$ cat src/rtl/ifetch_prefetch_buffer.sv
// ---------------------------------------------------------------------------
// ifetch_prefetch_buffer
//
// Instruction prefetch queue that sits between the IF stage and a
// variable-latency instruction memory. It runs ahead of the consumer, issuing
// sequential word fetches over a req/gnt/rvalid bus, and keeps the returned
// instructions with their PCs in an in-order FIFO. A redirect flushes the
// queue, discards responses still in flight and restarts at the new PC.
//
// Parameters:
//   DATA_WIDTH - width of addresses, PCs and instruction words
//   DEPTH      - FIFO entries (power of two, >= 2)
//   RESET_PC   - first fetch address after reset
//
// Ports:
//   clk, reset                   - clock, asynchronous active-high reset
//   redirect_valid, redirect_pc  - flush and restart fetch (pc bits [1:0] ignored)
//   out_valid, out_ready         - head-of-queue handshake towards IF
//   out_pc, out_instr            - PC and instruction word of the head entry
//   mem_req, mem_addr, mem_gnt   - fetch request channel
//   mem_rvalid, mem_rdata        - in-order response channel
//
// Optional feature (macro IFETCH_BUS_ERR_EN):
//   Adds mem_err (response error, qualified by mem_rvalid) and out_err (error
//   flag of the head entry). A kept error response halts fetching until the
//   next redirect.
// ---------------------------------------------------------------------------
module ifetch_prefetch_buffer #(
    parameter int                    DATA_WIDTH = 32,
    parameter int                    DEPTH      = 4,
    parameter logic [DATA_WIDTH-1:0] RESET_PC   = '0
) (
    input  logic                  clk,
    input  logic                  reset,
    input  logic                  redirect_valid,
    input  logic [DATA_WIDTH-1:0] redirect_pc,
    output logic                  out_valid,
    input  logic                  out_ready,
    output logic [DATA_WIDTH-1:0] out_pc,
    output logic [DATA_WIDTH-1:0] out_instr,
    output logic                  mem_req,
    output logic [DATA_WIDTH-1:0] mem_addr,
    input  logic                  mem_gnt,
    input  logic                  mem_rvalid,
    input  logic [DATA_WIDTH-1:0] mem_rdata
`ifdef IFETCH_BUS_ERR_EN
    ,
    input  logic                  mem_err,
    output logic                  out_err
`endif
);

    localparam int PW = $clog2(DEPTH);
    localparam int CW = PW + 1;
    localparam logic [CW:0] DEPTH_C = (CW + 1)'(DEPTH);

    logic [DATA_WIDTH-1:0] fetch_pc_q, fetch_pc_d;
    logic [DATA_WIDTH-1:0] resp_pc_q, resp_pc_d;
    logic [DATA_WIDTH-1:0] pc_fifo_q [DEPTH];
    logic [DATA_WIDTH-1:0] pc_fifo_d [DEPTH];
    logic [DATA_WIDTH-1:0] instr_fifo_q [DEPTH];
    logic [DATA_WIDTH-1:0] instr_fifo_d [DEPTH];
    logic [PW-1:0]         wr_ptr_q, wr_ptr_d;
    logic [PW-1:0]         rd_ptr_q, rd_ptr_d;
    logic [CW-1:0]         count_q, count_d;
    logic [CW-1:0]         outstanding_q, outstanding_d;
    logic [CW-1:0]         discard_q, discard_d;

    logic                  issue;
    logic                  pop;
    logic                  drop;
    logic                  push;
    logic                  fetch_halted;
    logic [CW:0]           in_use;
    logic [DATA_WIDTH-1:0] redirect_aligned;

    // Masking rather than slicing keeps every redirect_pc bit referenced.
    assign redirect_aligned = redirect_pc & ~DATA_WIDTH'(3);

    // Credit rule: FIFO slots plus in-flight requests never exceed DEPTH, so
    // every response that comes back is guaranteed a slot. Only registered
    // state feeds mem_req; reset gating keeps it low while reset is held.
    assign in_use   = {1'b0, count_q} + {1'b0, outstanding_q};
    assign mem_req  = !reset && !fetch_halted && (in_use < DEPTH_C);
    assign mem_addr = fetch_pc_q;

    assign out_valid = (count_q != '0);
    assign out_pc    = pc_fifo_q[rd_ptr_q];
    assign out_instr = instr_fifo_q[rd_ptr_q];

    assign issue = mem_req && mem_gnt;
    assign pop   = out_valid && out_ready;
    // Responses owed to a flushed stream are dropped; a response arriving in
    // the redirect cycle itself is also dropped since the FIFO is being
    // cleared and resp_pc is being reloaded.
    assign drop  = mem_rvalid && (discard_q != '0);
    assign push  = mem_rvalid && !drop && !redirect_valid;

    // Next-state for PCs, counters and FIFO storage. A redirect overrides
    // everything; its discard count is the outstanding count after this
    // cycle's grant/response, so a same-cycle grant is charged to the old
    // stream and back-to-back redirects accumulate naturally.
    always_comb begin
        outstanding_d = outstanding_q + CW'(issue) - CW'(mem_rvalid);
        fetch_pc_d    = fetch_pc_q;
        resp_pc_d     = resp_pc_q;
        wr_ptr_d      = wr_ptr_q;
        rd_ptr_d      = rd_ptr_q;
        count_d       = count_q;
        discard_d     = discard_q;
        pc_fifo_d     = pc_fifo_q;
        instr_fifo_d  = instr_fifo_q;

        if (redirect_valid) begin
            fetch_pc_d = redirect_aligned;
            resp_pc_d  = redirect_aligned;
            wr_ptr_d   = '0;
            rd_ptr_d   = '0;
            count_d    = '0;
            discard_d  = outstanding_d;
        end else begin
            if (issue) begin
                fetch_pc_d = fetch_pc_q + DATA_WIDTH'(4);
            end
            if (drop) begin
                discard_d = discard_q - CW'(1);
            end
            if (push) begin
                pc_fifo_d[wr_ptr_q]    = resp_pc_q;
                instr_fifo_d[wr_ptr_q] = mem_rdata;
                resp_pc_d              = resp_pc_q + DATA_WIDTH'(4);
                wr_ptr_d               = wr_ptr_q + PW'(1);
            end
            if (pop) begin
                rd_ptr_d = rd_ptr_q + PW'(1);
            end
            count_d = count_q + CW'(push) - CW'(pop);
        end
    end

    // Control state: PCs, pointers and counters return to reset values.
    always_ff @(posedge clk or posedge reset) begin
        if (reset) begin
            fetch_pc_q    <= RESET_PC;
            resp_pc_q     <= RESET_PC;
            wr_ptr_q      <= '0;
            rd_ptr_q      <= '0;
            count_q       <= '0;
            outstanding_q <= '0;
            discard_q     <= '0;
        end else begin
            fetch_pc_q    <= fetch_pc_d;
            resp_pc_q     <= resp_pc_d;
            wr_ptr_q      <= wr_ptr_d;
            rd_ptr_q      <= rd_ptr_d;
            count_q       <= count_d;
            outstanding_q <= outstanding_d;
            discard_q     <= discard_d;
        end
    end

    // FIFO payload needs no reset; out_valid qualifies it.
    always_ff @(posedge clk) begin
        pc_fifo_q    <= pc_fifo_d;
        instr_fifo_q <= instr_fifo_d;
    end

`ifdef IFETCH_BUS_ERR_EN
    logic err_fifo_q [DEPTH];
    logic err_fifo_d [DEPTH];
    logic halted_q, halted_d;

    assign fetch_halted = halted_q;
    assign out_err      = out_valid && err_fifo_q[rd_ptr_q];

    // A kept error response stops further fetching until software redirects;
    // the redirect also clears the halt even if an error arrives that cycle.
    always_comb begin
        err_fifo_d = err_fifo_q;
        halted_d   = halted_q;
        if (redirect_valid) begin
            halted_d = 1'b0;
        end else if (push) begin
            err_fifo_d[wr_ptr_q] = mem_err;
            if (mem_err) begin
                halted_d = 1'b1;
            end
        end
    end

    always_ff @(posedge clk or posedge reset) begin
        if (reset) begin
            halted_q <= 1'b0;
        end else begin
            halted_q <= halted_d;
        end
    end

    always_ff @(posedge clk) begin
        err_fifo_q <= err_fifo_d;
    end
`else
    assign fetch_halted = 1'b0;
`endif

endmodule
$ cat config.mk
export PLATFORM = sky130hd
export DESIGN_NAME = ifetch_prefetch_buffer
export DESIGN_NICKNAME = d
export VERILOG_FILES = /design/src/rtl/ifetch_prefetch_buffer.sv
export SDC_FILE = /design/constraint.sdc
export NUM_CORES = 1
export LEC_CHECK = 0
export CELL_PAD_IN_SITES_DETAIL_PLACEMENT = 0
export CELL_PAD_IN_SITES_GLOBAL_PLACEMENT = 1
export CORE_MARGIN = 2
export CORE_UTILIZATION = 40
export DETAILED_ROUTE_END_ITERATION = 6
export HOLD_SLACK_MARGIN = 0.06
export PLACE_DENSITY = 0.72
export SKIP_CTS_REPAIR_TIMING = 1
export SYNTH_ARGS = -nofsm -noshare
export SYNTH_HDL_FRONTEND = slang
export SYNTH_SLANG_ARGS = --single-unit
export TNS_END_PERCENT = 50
$ cat constraint.sdc
create_clock -name clk -period 4.7 [get_ports clk]
set_input_delay 0.94 -clock clk [delete_from_list [all_inputs] [get_ports clk]]
set_output_delay 0.94 -clock clk [all_outputs]
set_load 0.02 [all_outputs]
==> results.yml, run 1 <==
synth:
  ys.flop_type: "edfxtp_1"
  synth_common_cells: "edfxtp_1 (248), dfrtp_1 (73), mux4_2 (62)"
  seq_area_frac_synth: 0.6875
  ys_types: 54
  netlist_instances: 824
  yosys.area.top_type_share: 0.5521
  synth.area.mux_share: 0.1092
  async_flop_share: 0.2274
  synth.avg_cell_area_um2: 16.37
  synth_xor_area_frac: 0.01364
  synth_edf_count: 248
  synth_area_leader_cell: "edfxtp_1"
  synth_top_family_by_area: "multiplexers"
  syn_area_um2: 13490
  synth_fa_ha_area_frac: 0.01595
  ys_ff_latch: 321
  ys.warnings.count: 0
  synth-simple-area-share: 0.1020
  ys_top_cells_by_area: "edfxtp_1 (55%), dfrtp_1 (14%), mux4_2 (10%), a311oi_1 (1.9%), ha_1 (1.3%)"
  synth_most_common_cell: "edfxtp_1"
  synth_compound_area_frac: 0.05166
setup_path:
  slowest_stage: "dfrtp_4"
  cp-end-kind: "primary output"
  crit_fanout: 41
  critical_path_class: "reg2out"
  arrival_ns: 2.82
  worstSetupStartpoint: "rd_ptr_q[0]"
  r2r_start: "count_q[2]"
  critPathBufInv: 2
  cp_slowest_stage_delay_ns: 0.75
  critPathLaunchType: "flop"
  cp_cell_sequence: "buf_12 -> mux4_2 -> clkdlybuf4s50_1"
  crit_required_ns: 3.76
  cpLargestDelayFamily: "buffers and inverters"
routing:
  first_iter_violations: 616
  drt_pass1_iterations: 5
  vias: 8049
  drt-vias-per-instance: 5.502
  wl_um: 29400
  drtAntennaViolNets: 0
  route.detailed.wl_per_inst_um: 20.10
  route.detailed.drc: 0
timing:
  fin_skew_ns: 0.01616
  setup_viol: 0
  finalCritPeriodShare: 0.8003
  timing.hold.ws_ns: 0.5557
  fmax_ghz: 0.2659
  period_needed_ns: 3.761
  hold_violations: 0
  slew_headroom: 0.2196
  rsz0062_at_grt: "no"
  tns_ns: 0
  worst-slew-pin-transition_ns: 1.166
  drv_slew: 0
finish:
  antenna_cells: 0
  final_nets: 1079
  syn_to_final_growth_pct: 24.70
  drive_gt1_frac: 0.1438
global_routing:
  grt_max_degree: 66
  grt_pass1_vias: 8047
  grt_overflow: 0
  grt_pass1_wl_um: 46350
  grt_antenna_before_repair: 0
  grt_use_total: 0.1679
pwr:
  pwr-share-clk: 0.338
  internal-power_w: 0.005949
  power_density_nw_per_um2: 486.8
  power_leakage_nw: 5.546
  pwr-share-comb: 0.236
  p_seq_frac: 0.425
  p_sw_frac: 0.2734
  vdd_drop_max_mv: 0.3160
  power.switching_w: 0.002239
clock_tree:
  clockRootBuffer: "clkbuf_16"
  cts.sinks: 321
  clkLatencyLatePin_ns: 0.51
  htreeDepth: 2
  cts_made_buffers: 35
  clk_pin_slew_ns: 0.06
  clockBufferDepth: 3
  cts_tree: "done"
die:
  die-area_um2: 35210
  fp-row-count: 67
  io_pins: 168
  start_util: 0.4043
  dieWidth_um: 187.6
  coreArea_um2: 33360
  die_height_um: 187.6
outcome:
  outcome: "finished, final reports clean"
hold_path:
  hold_class: "reg2reg"
  worstHoldStart: "rd_ptr_q[1]"
place:
  hpwl_um: 18240
  portBuffers: 161
  routabilityCongestion: 0.7904
run:
  maxCapViolCount: 0
-- power by group through the flow --
stage	Combinational [W]	Clock [W]	Sequential [W]
floorplan	0.00122	0	0.00347
global placement	0.00195	0	0.00354
detailed placement	0.00197	0	0.00354
CTS	0.00197	0.00284	0.00349
global route	0.00208	0.00296	0.00352
finish	0.00193	0.00277	0.00348
-- final timing paths --
check / to / slack [ns] / depth (start not counted)
setup / recovery: out_pc[13] / 0.94 / 3
hold / removal: rd_ptr_q[1] / 0.56 / 2
setup reg to reg: discard_q[2] / 1.63 / 11
hold reg to reg: rd_ptr_q[1] / 0.56 / 2
max in group asynchronous: rd_ptr_q[0] / 2.98 / 3
min in group asynchronous: outstanding_q[0] / 0.99 / 2
-- cell families (layout without fill, tap and decap cells) --
family	count (synthesis)	count (layout)
simple gates	240	240
flops	321	321
buf+inv	62	250
xor+xnor	21	21
compound gates	94	94
other cells	1	4
fa+ha+maj	16	16
mux	69	69
-- cell usage in the layout, fill, tap and decap left out, types with 3 or more instances in the layout --
| master | netlist | routed |
|---|---|---|
| and4_1 | 19 | 19 |
| a211oi_1 | 20 | 20 |
| nor4_1 | 20 | 20 |
| ha_1 | 14 | 14 |
| o21ai_0 | 8 | 8 |
| inv_1 | 17 | 15 |
| clkbuf_1 | 25 | 5 |
| clkbuf_16 | 0 | 37 |
| mux4_2 | 62 | 62 |
| nand2b_1 | 4 | 4 |
| nand2_1 | 31 | 31 |
| nand4_1 | 17 | 17 |
| clkinv_2 | 0 | 3 |
| nor3_1 | 27 | 27 |
| and3_1 | 14 | 10 |
| buf_12 | 0 | 7 |
| conb_1 | 1 | 4 |
| and3_2 | 0 | 4 |
| edfxtp_1 | 248 | 248 |
| xnor2_1 | 13 | 13 |
| mux2_2 | 5 | 5 |
| nor2b_1 | 14 | 14 |
| nand3_1 | 24 | 24 |
| dfrtp_1 | 73 | 71 |
| nor3b_1 | 3 | 3 |
| buf_4 | 5 | 6 |
| clkinv_1 | 0 | 5 |
| or3_1 | 5 | 5 |
| xor2_1 | 8 | 8 |
| a31oi_1 | 6 | 6 |
| nor2_1 | 41 | 41 |
| clkdlybuf4s50_1 | 0 | 160 |
| a211o_1 | 3 | 3 |
| a311oi_1 | 29 | 29 |
| bufinv_16 | 0 | 5 |
| o31a_1 | 3 | 3 |
| a21oi_1 | 15 | 15 |
| and2_1 | 7 | 7 |
-- worst register-to-register path, delay by kind of cell (launching register included) --
family          cells  cell delay [ns]
flops               1             0.42
compound gates      1             0.10
buf+inv             1             0.04
fa+ha+maj           4             1.25
xor+xnor            2             0.32
simple gates        3             0.85
-- routing by layer --
layer | routed length, um | GRT usage | vias up
met2 | 13220 | 0.2516 | 247
met3 | 1686 | 0.03425 | 32
met1 | 14080 | 0.2530 | 4090
met5 | 0 | 0 | -
met4 | 421 | 0.03937 | 0
li1 | - | - | 3680
-- final cells by class --
class	instances	area [um2]
Fill cell	2829	16540
Sequential cell	321	9279
Multi-Input combinational cell	444	3965
Timing Repair Buffer	174	1792
Clock buffer	42	944.7
Tap cell	448	560.5
Clock inverter	17	216.5
Inverter	17	63.81
-- through the flow --
step	worst slack (ns)	area (um2)	total power (W)	utilization	cells
after floorplan	0.9281	13500	0.004693	-	827
after global placement	0.9506	15660	0.005489	0.4694	1404
after detailed placement	0.9132	15660	0.005510	0.4694	1404
after CTS	0.8152	16820	0.008298	0.5042	1463
after global routing	0.7405	16820	0.008564	0.5042	1463
final	0.9386	16820	0.008188	0.5042	1463
-- state kept, by name (all words and copies together) (netlist names) --
register and cells:
pc_fifo_q 120, instr_fifo_q 128, mem_addr 30, wr_ptr_q 2, outstanding_q 3, resp_pc_q 30
discard_q 3, rd_ptr_q 2, count_q 3
Power figures use the tool's default switching activity.
==> run 2, diff against run 1 <==
- clock period: 4.7 -> 3.9 ns (I/O delays scaled with it)
==> run 2 against run 1 <==
  * Die area unchanged
  * Clock-buffer cell count down 1
  * Sequential share of layout area is 0.35 points lower
  * Non-clock buffer count is 5 higher
  * Clock skew is 0.00064 ns lower
  * Setup slack got worse by 0.54 ns
  * Design area rose by 0.64%
==> results.yml, run 2 (synthesized netlist as in run 1, its figures left out) <==
outcome:
  outcome: "finished, final reports clean"
timing:
  finalCritPeriodShare: 0.8973
  tns_ns: 0
  fin_skew_ns: 0.01552
  rsz0062_at_grt: "no"
  drv_slew: 0
  period_needed_ns: 3.499
  setup_viol: 0
  worst-slew-pin-transition_ns: 1.172
  hold_violations: 0
  fmax_ghz: 0.2858
  slew_headroom: 0.2154
global_routing:
  grt_pass1_vias: 8132
  globalRouteMet1Util: 0.2438
  grt_overflow: 0
  use_met2: 0.2694
  met3_usage: 0.03032
  grt_use_total: 0.1692
  grt_antenna_before_repair: 0
  grt_max_degree: 72
  busiest_layer: "met2"
  grt_pass1_wl_um: 46780
die:
  die-area_um2: 35210
  dieWidth_um: 187.6
  start_util: 0.4043
  fp-row-count: 67
  coreArea_um2: 33360
  die_height_um: 187.6
  io_pins: 168
routing:
  route.detailed.drc: 0
  wl_um: 29600
  route.detailed.wl_per_inst_um: 20.13
  first_iter_violations: 468
  drt_pass1_iterations: 7
  drtAntennaViolNets: 0
  drt-vias-per-instance: 5.486
  vias: 8065
finish:
  drive_gt1_frac: 0.1497
  layout_common_cells: "edfxtp_1 (248), clkdlybuf4s50_1 (160), dfrtp_1 (71), mux4_2 (62), nor2_1 (41)"
  top_register: "instr_fifo_q"
  final_common_cell: "edfxtp_1"
  syn_to_final_growth_pct: 25.50
  largest_reg_flops: 128
  final_nets: 1084
  antenna_cells: 0
  reg.largest.list: "instr_fifo_q x128, pc_fifo_q x120"
clock_tree:
  cts_made_buffers: 35
  cts_tree: "done"
  clockBufferDepth: 3
  clkLatencyLatePin_ns: 0.51
  cts.sinks: 321
  clk_pin_slew_ns: 0.06
  htreeDepth: 2
  clockRootBuffer: "clkbuf_16"
place:
  routabilityCongestion: 0.8139
  portBuffers: 161
  hpwl_um: 18840
hold_path:
  hold_class: "reg2reg"
setup_path:
  cpLargestDelayFamily: "buffers and inverters"
  crit_required_ns: 3.12
  cp-end-kind: "primary output"
  crit_fanout: 19
  critical_path_class: "reg2out"
  critPathLaunchType: "flop"
  slowest_stage: "dfrtp_4"
  cp_cell_sequence: "buf_4 -> mux4_2 -> clkdlybuf4s50_1"
  critPathBufInv: 2
  arrival_ns: 2.72
  cp_slowest_stage_delay_ns: 0.69
pwr:
  power_density_nw_per_um2: 589.1
  vdd_drop_max_mv: 0.2326
  p_total_w: 0.009973
  power_leakage_nw: 5.605
run:
  maxCapViolCount: 0
## run 2: area by class of cell
cell class              count  area (um2)
multi-input cells         444        3965
clock inverters            20       275.3
fillers                  2849       16440
repair buffers            179        1867
well taps                 448       560.5
inverters                  17       63.81
flip-flops and latches    321        9279
clock buffers              41       918.4
## run 2: worst register-to-register path, cell delays in order, from the launching register on
cell,delay [ns]
dfrtp_1,0.43
ha_1,0.33
nor4_1,0.42
nand3_1,0.17
ha_1,0.30
inv_1,0.04
ha_1,0.18
fa_1,0.37
xnor2_1,0.18
xnor2_1,0.15
nand2_1,0.07
o21ai_0,0.08
## run 2: power by group
part / switching (W) / internal (W)
registers: 0.000262 / 0.00393
logic: 0.00115 / 0.00120
clock network: 0.00129 / 0.00214
## run 2: final timing paths
kind                          startpoint        endpoint  slack (ns)  cells past startpoint
setup reg to reg              count_q[2]    discard_q[2]        1.11                     11
setup / recovery             rd_ptr_q[0]   out_instr[24]        0.40                      3
min in group asynchronous          reset     mem_addr[4]        0.83                      2
hold / removal             resp_pc_q[26]  pc_fifo_q[122]        0.57                      0
max in group asynchronous          reset   resp_pc_q[25]        2.35                      3
hold reg to reg            resp_pc_q[26]  pc_fifo_q[122]        0.57                      0
## run 2: per-layer routing
metal,up-vias,routed length (um)
li1,3682,-
met1,4103,13880
met2,239,13680
met3,41,1548
met4,0,484
met5,-,0
## run 2: through the flow
step                  util  instances  setup WS, ns  hold WS (ns)  area, um2
finish              0.5074       1470        0.4005        0.5685      16930
global placement    0.4716       1409        0.4752        0.5387      15740
floorplan                -        827        0.2881        0.4973      13500
global route        0.5074       1470        0.2367        0.5990      16930
detailed placement  0.4716       1409        0.4897        0.5555      15740
CTS                 0.5074       1470        0.3157        0.5697      16930
